$ cat src/rtl/lcd_bus_controller.sv
// lcd_bus_controller: HD44780-style LCD bus sequencer, power-up init plus single-byte writes
// Ports: clk, rst_n (async active-low); power_en requests power-up/init;
//   req_valid/req_rs/req_data with req_ready form the write handshake; init_done flags a usable LCD;
//   lcd_data/lcd_rs/lcd_rw/lcd_enable/lcd_on drive the panel (lcd_rw tied 0, write-only).
// Optional: define LCD_WRITE_CNT_EN to add write_count[15:0], counting completed user writes.
module lcd_bus_controller #(
  parameter int PWRUP_CYC      = 750000,
  parameter int INIT_WAIT1_CYC = 205000,
  parameter int INIT_WAIT2_CYC = 5000,
  parameter int SETUP_CYC      = 2,
  parameter int EN_CYC         = 12,
  parameter int HOLD_CYC       = 2,
  parameter int EXEC_CYC       = 2500,
  parameter int CLEAR_CYC      = 82000
) (
  input  logic       clk,
  input  logic       rst_n,
  input  logic       power_en,
  input  logic       req_valid,
  input  logic       req_rs,
  input  logic [7:0] req_data,
  output logic       req_ready,
  output logic       init_done,
  output logic [7:0] lcd_data,
  output logic       lcd_rs,
  output logic       lcd_rw,
  output logic       lcd_enable,
  output logic       lcd_on
`ifdef LCD_WRITE_CNT_EN
  ,output logic [15:0] write_count
`endif
);
  function automatic int max2(int a, int b);
    return a > b ? a : b;
  endfunction
  localparam int MAXC = max2(max2(max2(PWRUP_CYC, INIT_WAIT1_CYC), max2(INIT_WAIT2_CYC, CLEAR_CYC)),
                             max2(max2(SETUP_CYC, EN_CYC), max2(HOLD_CYC, EXEC_CYC)));
  localparam int CW = $clog2(MAXC + 1);
  typedef enum logic [2:0] {OFF, PWRUP, INIT_LOAD, SETUP, PULSE, HOLD, EXEC, IDLE} state_t;
  function automatic logic [7:0] rom(logic [2:0] i);
    return i <= 3'd3 ? 8'h38 : i == 3'd4 ? 8'h0C : i == 3'd5 ? 8'h01 : 8'h06;
  endfunction
  state_t        state_q, state_d;
  logic [CW-1:0] cnt_q, cnt_d, dur;
  logic [2:0]    idx_q, idx_d;
  logic [7:0]    data_q, data_d;
  logic          rs_q, rs_d, en_q, en_d, on_q, on_d, rdy_q, rdy_d, init_q, init_d;
  logic          done, hs, clr;
  always_ff @(posedge clk or negedge rst_n) begin
    if (!rst_n) begin
      state_q <= OFF;
      cnt_q   <= '0;
      idx_q   <= '0;
      data_q  <= '0;
      rs_q    <= 1'b0;
      en_q    <= 1'b0;
      on_q    <= 1'b0;
      rdy_q   <= 1'b0;
      init_q  <= 1'b0;
    end else begin
      state_q <= state_d;
      cnt_q   <= cnt_d;
      idx_q   <= idx_d;
      data_q  <= data_d;
      rs_q    <= rs_d;
      en_q    <= en_d;
      on_q    <= on_d;
      rdy_q   <= rdy_d;
      init_q  <= init_d;
    end
  end
  // Duration of the current timed state; the EXEC wait is chosen from the byte on the bus,
  // with the first two init commands using their longer datasheet waits.
  always_comb begin
    clr = !rs_q && (data_q == 8'h01 || data_q == 8'h02);
    case (state_q)
      PWRUP:   dur = CW'(PWRUP_CYC);
      SETUP:   dur = CW'(SETUP_CYC);
      PULSE:   dur = CW'(EN_CYC);
      HOLD:    dur = CW'(HOLD_CYC);
      EXEC:    dur = (!init_q && idx_q == 3'd0) ? CW'(INIT_WAIT1_CYC) :
                     (!init_q && idx_q == 3'd1) ? CW'(INIT_WAIT2_CYC) :
                     clr ? CW'(CLEAR_CYC) : CW'(EXEC_CYC);
      default: dur = CW'(1);
    endcase
    done = cnt_q == dur - 1'b1;
  end
  // Power-off overrides every transition, including an IDLE handshake in the same cycle.
  always_comb begin
    hs = req_valid && rdy_q && power_en;
    state_d = state_q;
    idx_d = idx_q;
    case (state_q)
      OFF:       state_d = PWRUP;
      PWRUP:     if (done) begin
        state_d = INIT_LOAD;
        idx_d = 3'd0;
      end
      INIT_LOAD: state_d = SETUP;
      SETUP:     if (done) state_d = PULSE;
      PULSE:     if (done) state_d = HOLD;
      HOLD:      if (done) state_d = EXEC;
      EXEC:      if (done) begin
        if (init_q || idx_q == 3'd6) state_d = IDLE;
        else begin
          state_d = INIT_LOAD;
          idx_d = idx_q + 3'd1;
        end
      end
      IDLE:      if (hs) state_d = SETUP;
      default:   state_d = OFF;
    endcase
    if (!power_en) state_d = OFF;
    cnt_d = state_d != state_q ? '0 : cnt_q + 1'b1;
  end
  // Outputs are computed from the next state so the registered bus lines up with it.
  always_comb begin
    on_d   = state_d != OFF;
    en_d   = state_d == PULSE;
    rdy_d  = state_d == IDLE;
    init_d = state_d == OFF ? 1'b0 : (state_q == EXEC && state_d == IDLE) || init_q;
    data_d = state_d == OFF ? 8'h00 : state_d == INIT_LOAD ? rom(idx_d) : hs ? req_data : data_q;
    rs_d   = (state_d == OFF || state_d == INIT_LOAD) ? 1'b0 : hs ? req_rs : rs_q;
  end
  assign lcd_data   = data_q;
  assign lcd_rs     = rs_q;
  assign lcd_rw     = 1'b0;
  assign lcd_enable = en_q;
  assign lcd_on     = on_q;
  assign req_ready  = rdy_q;
  assign init_done  = init_q;
`ifdef LCD_WRITE_CNT_EN
  logic [15:0] wc_q;
  always_ff @(posedge clk or negedge rst_n) begin
    if (!rst_n) wc_q <= '0;
    else if (state_d == OFF) wc_q <= '0;
    else if (state_q == EXEC && state_d == IDLE && init_q) wc_q <= wc_q + 16'd1;
  end
  assign write_count = wc_q;
`endif
endmodule
$ cat config.mk
export PLATFORM = sky130hd
export DESIGN_NAME = lcd_bus_controller
export DESIGN_NICKNAME = d
export VERILOG_FILES = /design/src/rtl/lcd_bus_controller.sv
export SDC_FILE = /design/constraint.sdc
export NUM_CORES = 1
export LEC_CHECK = 0
export CORE_ASPECT_RATIO = 0.5
export CORE_UTILIZATION = 55
export CTS_BUF_LIST = sky130_fd_sc_hd__clkbuf_4
export DETAILED_ROUTE_END_ITERATION = 7
export PLACE_DENSITY_LB_ADDON = 0.12
export SYNTH_ARGS = -nofsm -noshare
export SYNTH_HDL_FRONTEND = slang
export SYNTH_SLANG_ARGS = --single-unit
$ cat constraint.sdc
create_clock -name clk -period 4.6 [get_ports clk]
set_input_delay 1.38 -clock clk [delete_from_list [all_inputs] [get_ports clk]]
set_output_delay 1.38 -clock clk [all_outputs]
set_load 0.01 [all_outputs]
==> metrics, run 1 <==
initial antenna violation count 0; Fmax achieved 0.258 GHz; CTS sink cnt 39; die width between 90 and 100 µm; total CTS buffers 5; dominant cell type by area after synthesis dfrtp_1; ant diodes 0; EDFF count, synth 0; DRC violation count after routing 0; WL per Instance roughly 16 µm; Slew Viols, Final 0; sequential cell area ~1000 µm²; Final Hold Viols 0; Peak VDD IR ~0.00012 V; Mean Syn Cell Area 9.06 µm²; area growth from synthesis to layout 11.1%; Total Die Area 4950 µm²; first-pass GRT wire length 9.74 mm; Synth top area share 0.381; Crit Path Max Fanout 7; Hold Crit Class reg2reg; Clock Pin Slew Worst Setup and Hold Paths ~120 ps; Clk Tree Root Cell clkbuf_4; post-synthesis sequential area ratio 0.381; Setup Skew 22.3 ps; Final Wtd Congestion just under 0.9; HPWL Detailed just over 4 mm; MaxCap Viol Count 0; drt total wl 5.71 mm; vias per inst 6.10; WP data arrival 4130 ps; initial drt markers 223; post_cts resized 0; port buffer count 25; DR pass1 iterations 5; Filler Cells Inserted 379; worst slew pin tran 877 ps; Clk Latency, worst-skew pair 350 ps; most common cell in the netlist nor2_1; YS warnings 0; # rows 17; most frequent cells after synthesis 40 x nor2_1, 39 x dfrtp_1, 24 x nand2_1; multi-input combinational cell area 1470 µm²; # hold bufs at CTS 0; largest net degree at the start of global routing 40; core area 4450 µm²; total nets after synthesis 301; ys async rst share 1.00; Worst setup EP type flop; Die H 50.3 µm; vias post-DR roughly 2.2k; Main synth FF type dfrtp_1; Setup violations, final 0; CTS tree done; Max clock buf depth 2; Post-Syn Instances 283; Core Util, Final 0.641; Initial Util 0.577; status completed; unrepaired setup endpoints after global routing false; kind of critical path reg2reg; number of global-route vias before repair between 1.5k and 2k; CP Launch Type flop; Post-CTS Setup Inserts 0; proportion of layout cells with a drive suffix above 1 0.0906; Max-slew headroom 0.415; Detail Route Antenna Nets 0; LEAKAGE approximately 0.0012 µW; fin crit share 0.844; top post-synthesis cells by area dfrtp_1 38%, nor2_1 5.9%, xor2_1 3.8%; Worst EP required 4850 ps; Unique masters post-synth around 70; Total GRT Usage 0.256; Seq cells post-synth 39; Final #Nets 317; fin crit period ~3900 ps; setup TNS 0 ps; power per cell area ~210 nW/µm²; Congestion Overflow GR 0; H-tree depth 2; num ports 27; Mapped Area 2560 µm²
-- layer usage --
layer	share of wire	up-vias	wire length [µm]	global-route usage
met2	0.42	88	2380	0.391
met4	0.0096	0	55	0.0746
met3	0.071	7	404	0.0613
met1	0.50	1017	2870	0.366
met5	0	-	0	0
li1	-	1052	-	-
-- flip-flops by register name (all words and copies together), names as in the netlist --
register	flops
idx_q	3
state_q	3
lcd_data	8
lcd_enable	1
init_done	1
req_ready	1
lcd_on	1
cnt_q	20
lcd_rs	1
-- cell families after synthesis --
family	synth area share
xor gates and xnor gates	0.0683
DFF	0.381
other	0.00146
muxes	0.0376
and+or+nand+nor	0.249
adders and majority gates	0.0244
buffers and inverters	0.0464
AOI/OAI and AO/OA	0.192
-- worst paths after layout --
check                       startpoint           to  slack [ps]  depth (start not counted)
min in group asynchronous        rst_n  lcd_data[5]        1130                          1
min                        lcd_data[0]  lcd_data[0]         560                          1
min reg2reg                lcd_data[0]  lcd_data[0]         560                          1
max reg2reg                   idx_q[0]  lcd_data[5]         720                         11
max in group asynchronous        rst_n   state_q[2]        2910                          1
max                           idx_q[0]  lcd_data[5]         720                         11
-- power by group --
group / switching, µW / internal [µW] / total, µW / leakage [µW]
Sequential: 11.5 / 350 / 362 / 0.000531
Combinational: 43.6 / 40.7 / 84.4 / 0.000613
Clock: 105 / 60.3 / 165 / 0.0000276
-- cell type report --
cell class	count	area share
clock buffers	6	0.0158
multi-input cells	219	0.516
flip-flops and latches	39	0.343
inverters	7	0.00923
well taps	57	0.0250
repair buffers	27	0.0914
-- placed cells by master, fill, tap and decap left out, drive strengths merged, types with 3 or more instances in the layout --
cell type,n
nor2,40
dfrtp,39
nand2,24
clkdlybuf4s50,24
nand3,16
a21oi,13
xor2,11
and3,9
xnor2,9
inv,7
nand4,6
clkbuf,6
ha,5
o31ai,5
o21ai,5
nor3,4
mux2i,4
and2,4
mux2,4
or3b,3
nor3b,3
o211ai,3
nor2b,3
a31oi,3
buf,3
-- critical path, cell delays in order (launching register included) --
cell	delay, ps
dfrtp_1	430
inv_1	150
ha_1	260
or3b_2	520
o21ai_0	270
mux2i_1	260
o211ai_1	190
a2111o_1	440
or3_4	420
a32oi_4	330
or2_4	210
mux2_4	300
-- through the flow --
step / instance area [µm²] / hold slack, ps / setup slack (ps) / cells / power, µW
2_1_floorplan: 2560 / 520 / 1140 / 283 / 416
3_3_place_gp: 2800 / 523 / 841 / 349 / 451
3_5_place_dp: 2800 / 534 / 811 / 349 / 452
4_1_cts: 2850 / 562 / 762 / 355 / 615
5_1_grt: 2850 / 567 / 562 / 355 / 637
6_report: 2850 / 563 / 720 / 355 / 612
Power figures use the tool's default switching activity.
==> run 2: changes to the inputs <==
==> constraint.sdc (replaced) <==
create_clock -name clk -period 3.8 [get_ports clk]
set_input_delay 1.14 -clock clk [delete_from_list [all_inputs] [get_ports clk]]
set_output_delay 1.14 -clock clk [all_outputs]
set_load 0.01 [all_outputs]
==> metrics, run 2 (synthesis gave the netlist of run 1 again) <==
status completed; fin crit period between 3000 and 4000 ps; kind of critical path reg2reg; Peak VDD IR 0.000131 V; Final Hold Viols 0; DRC violation count after routing 0; Crit Path Max Fanout 5; Detail Route Antenna Nets 0; first-pass GRT wire length ~10 mm; Setup crit end lcd_data[5]; Initial Util 0.577; Final Wtd Congestion approximately 0.90; fin area 2920 µm²; core area 4450 µm²; area growth from synthesis to layout 13.8%; placed inst area 2860 µm²; R2R Setup Slk 170 ps; stages on the worst setup path 11; WP data arrival roughly 3900 ps; Max clock buf depth 2; proportion of layout cells with a drive suffix above 1 0.117; Largest register FFs 20; HPWL Detailed 4.44 mm; Worst Setup SP idx_q[0]; slowest CP cell or3b_2; Worst setup EP type flop; max incr delay on CP ~500 ps; Congestion Overflow GR 0; CP Launch Type flop; total CTS buffers 5; initial antenna violation count 0; port buffer count 25; fin crit share 0.955; Clk Latency, worst-skew pair 350 ps; worst slew pin tran 878 ps; Total Die Area 4950 µm²; power per cell area 259 nW/µm²; # rows 17; num ports 27; vias per inst 6.00; Total GRT Usage 0.266; vias post-DR 2190; die width a little under 100 µm; Reg with most FFs cnt_q; initial drt markers roughly 120; MaxCap Viol Count 0; CTS sink cnt 39; Hold Crit Class reg2reg; # hold bufs at CTS 0; most frequent cells in the layout 40 x nor2_1, 39 x dfrtp_1, 24 x nand2_1, 24 x clkdlybuf4s50_1, 16 x nand3_1; unrepaired setup endpoints after global routing false; Setup Skew 12.5 ps; Worst Reg-to-Reg Cells 11; Slew Viols, Final 0; LEAKAGE 0.00122 µW; CP Cell Sequence inv_1 -> ha_2 -> or3b_2 -> o21ai_1 -> mux2i_1 -> o211ai_1 -> a2111o_1 -> or3_4 -> a32oi_4 -> or2_4 -> mux2_4; largest net degree at the start of global routing 40; DR pass1 iterations 5; Die H 50.3 µm; Max-slew headroom 0.414; Setup violations, final 0; number of global-route vias before repair 2142; Fmax achieved 0.276 GHz; drt total wl between 6 and 7 mm; Clock Pin Slew Worst Setup and Hold Paths between 100 and 150 ps; CTS tree done; CP bufs+invs 1; setup TNS 0 ps; H-tree depth 2; Final #Nets 325; commonest non-fill, non-tap cell in the layout nor2_1; Clk Tree Root Cell clkbuf_4; ant diodes 0; Worst EP required between 4000 and 5000 ps; WL per Instance 16.6 µm; CP delay by family, top simple AND/OR/NAND/NOR gates; r2r startpoint idx_q[0]; Worst R2R End lcd_data[5]
[run 2: cell types whose count changed in the layout (fill, tap and decap cells not counted)]
cell,before,now
buf_4,2,10
ha_2,0,1
o21ai_0,4,3
clkinv_1,0,2
o21ai_1,1,2
ha_1,5,4
[run 2: report_power, final]
group / switching [µW] / total [µW] / internal [µW] / leakage [µW]
sequential: 12.2 / 436 / 424 / 0.000531
clock: 135 / 210 / 75.8 / 0.0000307
combinational: 56.4 / 108 / 52.0 / 0.000654
total: 203 / 755 / 552 / 0.00122
[run 2: area by class of cell]
cell class | count | area [µm²]
inverter | 7 | 26.3
sequential | 39 | 976
multi-input combinational | 219 | 1470
fill | 370 | 1530
clock inverter | 2 | 7.51
timing repair buffer | 35 | 320
tap | 57 | 71.3
clock buffer | 6 | 45.0
[run 2: repair_timing]
| item | 4_1_cts | 5_1_grt |
|---|---|---|
| buffers inserted | 0 | 0 |
| gates resized for setup | 0 | 2 |
| setup endpoints to repair | 0 | 27 |
[run 2: worst min-delay path by stage]
stage / slack [ps] / cells past startpoint / end / start
final: 550 / 1 / lcd_data[0] / lcd_data[0]
after global placement: 520 / 1 / lcd_data[0] / lcd_data[0]
after detailed placement: 530 / 1 / lcd_data[0] / lcd_data[0]
after CTS: 560 / 1 / lcd_data[0] / lcd_data[0]
after floorplan: 520 / 1 / cnt_q[0] / cnt_q[0]
after global routing: 580 / 1 / lcd_data[0] / lcd_data[0]
[run 2: worst register-to-register path, stage by stage (launching register included)]
cell      delay [ps]
dfrtp_1          430
inv_1            150
ha_2             240
or3b_2           500
o21ai_1          190
mux2i_1          240
o211ai_1         200
a2111o_1         410
or3_4            430
a32oi_4          250
or2_4            190
mux2_4           300
[run 2: routing by layer]
layer  global-route usage  up-vias  part of all wire
li1                     -     1065                 -
met1                0.373     1043              0.50
met2                0.423       78              0.44
met3               0.0585        4             0.056
met4               0.0672        0            0.0046
met5                    0        -                 0
[run 2: per-stage QoR]
step	util	hold slack, ps	total power (µW)	std cells	setup WS, ps
2_1_floorplan	-	520	504	283	341
3_3_place_gp	0.644	521	548	357	283
3_5_place_dp	0.644	528	552	357	82.5
4_1_cts	0.656	555	761	365	53.6
5_1_grt	0.656	578	791	365	13.2
6_report	0.656	552	755	365	171
==> run 3: changes to the inputs <==
--- a/config.mk
+++ b/config.mk
@@ -9,7 +9,8 @@
 export CORE_UTILIZATION = 55
 export CTS_BUF_LIST = sky130_fd_sc_hd__clkbuf_4
 export DETAILED_ROUTE_END_ITERATION = 7
-export PLACE_DENSITY_LB_ADDON = 0.12
+export GPL_TIMING_DRIVEN = 1
+export PLACE_DENSITY = 0.83
 export SYNTH_ARGS = -nofsm -noshare
 export SYNTH_HDL_FRONTEND = slang
 export SYNTH_SLANG_ARGS = --single-unit
==> constraint.sdc (replaced) <==
create_clock -name clk -period 3.69 [get_ports clk]
set_input_delay 1.107 -clock clk [delete_from_list [all_inputs] [get_ports clk]]
set_output_delay 1.107 -clock clk [all_outputs]
set_load 0.01 [all_outputs]
==> metrics, run 3 (synthesis gave the netlist of run 1 again) <==
status completed; proportion of layout cells with a drive suffix above 1 0.135; Fmax achieved approximately 0.28 GHz; commonest non-fill, non-tap cell in the layout nor2_1; Worst setup EP type flop; port buffer count 25; Final Hold Viols 0; Worst EP required 3910 ps; Hold WS ~550 ps; initial antenna violation count 0; Clk Tree Root Cell clkbuf_4; CP Launch Type flop; worst slew pin tran 876 ps; Hold Crit Class reg2reg; Total GRT Usage 0.252; kind of critical path reg2reg; Setup violations, final 0; Max-slew headroom 0.416; HPWL Detailed 4.32 mm; largest net degree at the start of global routing 40; fin crit share 0.976; max incr delay on CP between 500 and 600 ps; num ports 27; slowest CP cell or4_4; Crit Path Max Fanout 5; placed inst area roughly 2900 µm²; vias post-DR about 2.3k; Final #Nets approximately 330; Total Die Area 4950 µm²; Congestion Overflow GR 0; Finished Layout Cells 367; MaxCap Viol Count 0; most frequent cells in the layout 40 x nor2_1, 39 x dfrtp_1, 24 x nand2_1, 24 x clkdlybuf4s50_1, 16 x nand3_1; fin area slightly below 3000 µm²; Die H 50.3 µm; setup ws final 90.0 ps; Max clock buf depth 2; die width between 90 and 100 µm; area growth from synthesis to layout 15.8%; Final Wtd Congestion 0.894; Detail Route Antenna Nets 0; power per cell area 283 nW/µm²; WL per Instance around 17 µm; CTS sink cnt 39; H-tree depth 2; initial drt markers 201; Slew Viols, Final 0; vias per inst ~6.2; first-pass GRT wire length around 9.7 mm; WP data arrival 3820 ps; DRC violation count after routing 0; total CTS buffers 5; Setup Skew 14.9 ps; # hold bufs at CTS 0; number of global-route vias before repair 2119; DP Worst Slack around 70 ps; LEAKAGE 0.00123 µW; CP Cell Sequence inv_2 -> ha_2 -> nor2_1 -> o31ai_2 -> a21boi_0 -> or4_4 -> a2111o_1 -> or3_4 -> a32oi_4 -> or2_4 -> mux2_4; Largest register FFs 20; dpl cells ~360; Clock Pin Slew Worst Setup and Hold Paths 120 ps; Peak VDD IR 0.000159 V; Total Power 840 µW; Reg with most FFs cnt_q; fin crit period 3600 ps; # rows 17; CTS tree done; ant diodes 0; drt total wl 6.14 mm; DR pass1 iterations 7; Filler Cells Inserted 348; Clk Latency, worst-skew pair 340 ps; Initial Util 0.577; core area 4450 µm²
## run 3: changes by cell type in the layout (fill, tap and decap cells not counted)
| cell | previous run | this run |
|---|---|---|
| buf_4 | 10 | 13 |
| bufinv_16 | 0 | 1 |
| clkinv_1 | 2 | 0 |
| inv_1 | 7 | 6 |
| inv_2 | 0 | 1 |
| o31ai_1 | 4 | 3 |
| o31ai_2 | 1 | 2 |
## run 3: power breakdown
group	total [µW]	leakage [µW]	internal (µW)	switching (µW)
clock	280	0.0000417	147	133
sequential	450	0.000531	437	12.8
combinational	110	0.000661	54.3	56.1
## run 3: area by class of cell
cell class	instances	area, µm²	share of cell area
flip-flops and latches	39	976	0.329
multi-input cells	219	1480	0.497
inverters	7	26.3	0.00885
clock buffers	6	45.0	0.0152
repair buffers	38	343	0.116
well taps	57	71.3	0.0240
clock inverters	1	30.0	0.0101
## run 3: worst paths after layout
check	slack [ps]	startpoint	to	cells after the start
setup / recovery	90	idx_q[0]	lcd_data[4]	11
hold reg to reg	550	lcd_data[0]	lcd_data[0]	1
max in group asynchronous	2260	rst_n	cnt_q[3]	1
hold / removal	550	lcd_data[0]	lcd_data[0]	1
min in group asynchronous	870	rst_n	lcd_data[6]	1
setup reg to reg	90	idx_q[0]	lcd_data[4]	11
## run 3: repair_timing
action                     4_1_cts  5_1_grt
buffers inserted                 0        3
resized for setup                0        4
setup endpoints to repair        0       28
## run 3: routing by layer
layer	global-route usage	up-vias	wire (µm)
li1	-	1083	-
met1	0.324	1077	2820
met2	0.427	104	2810
met3	0.0543	16	391
met4	0.0896	0	119
met5	0	-	0
## run 3: critical path: cells and delay by family (launching register included)
| family | cells | cell delay (ps) |
|---|---|---|
| adders and majority gates | 1 | 230 |
| and+or+nand+nor | 4 | 1250 |
| buffers and inverters | 1 | 120 |
| DFF | 1 | 450 |
| muxes | 1 | 290 |
| AOI/OAI and AO/OA | 4 | 1130 |
## run 3: per-stage QoR
stage / util / setup TNS, ps
4_1_cts: 0.661 / 0
2_1_floorplan: - / 0
3_3_place_gp: 0.644 / 0
5_1_grt: 0.668 / -1580
3_5_place_dp: 0.644 / 0
6_report: 0.668 / 0
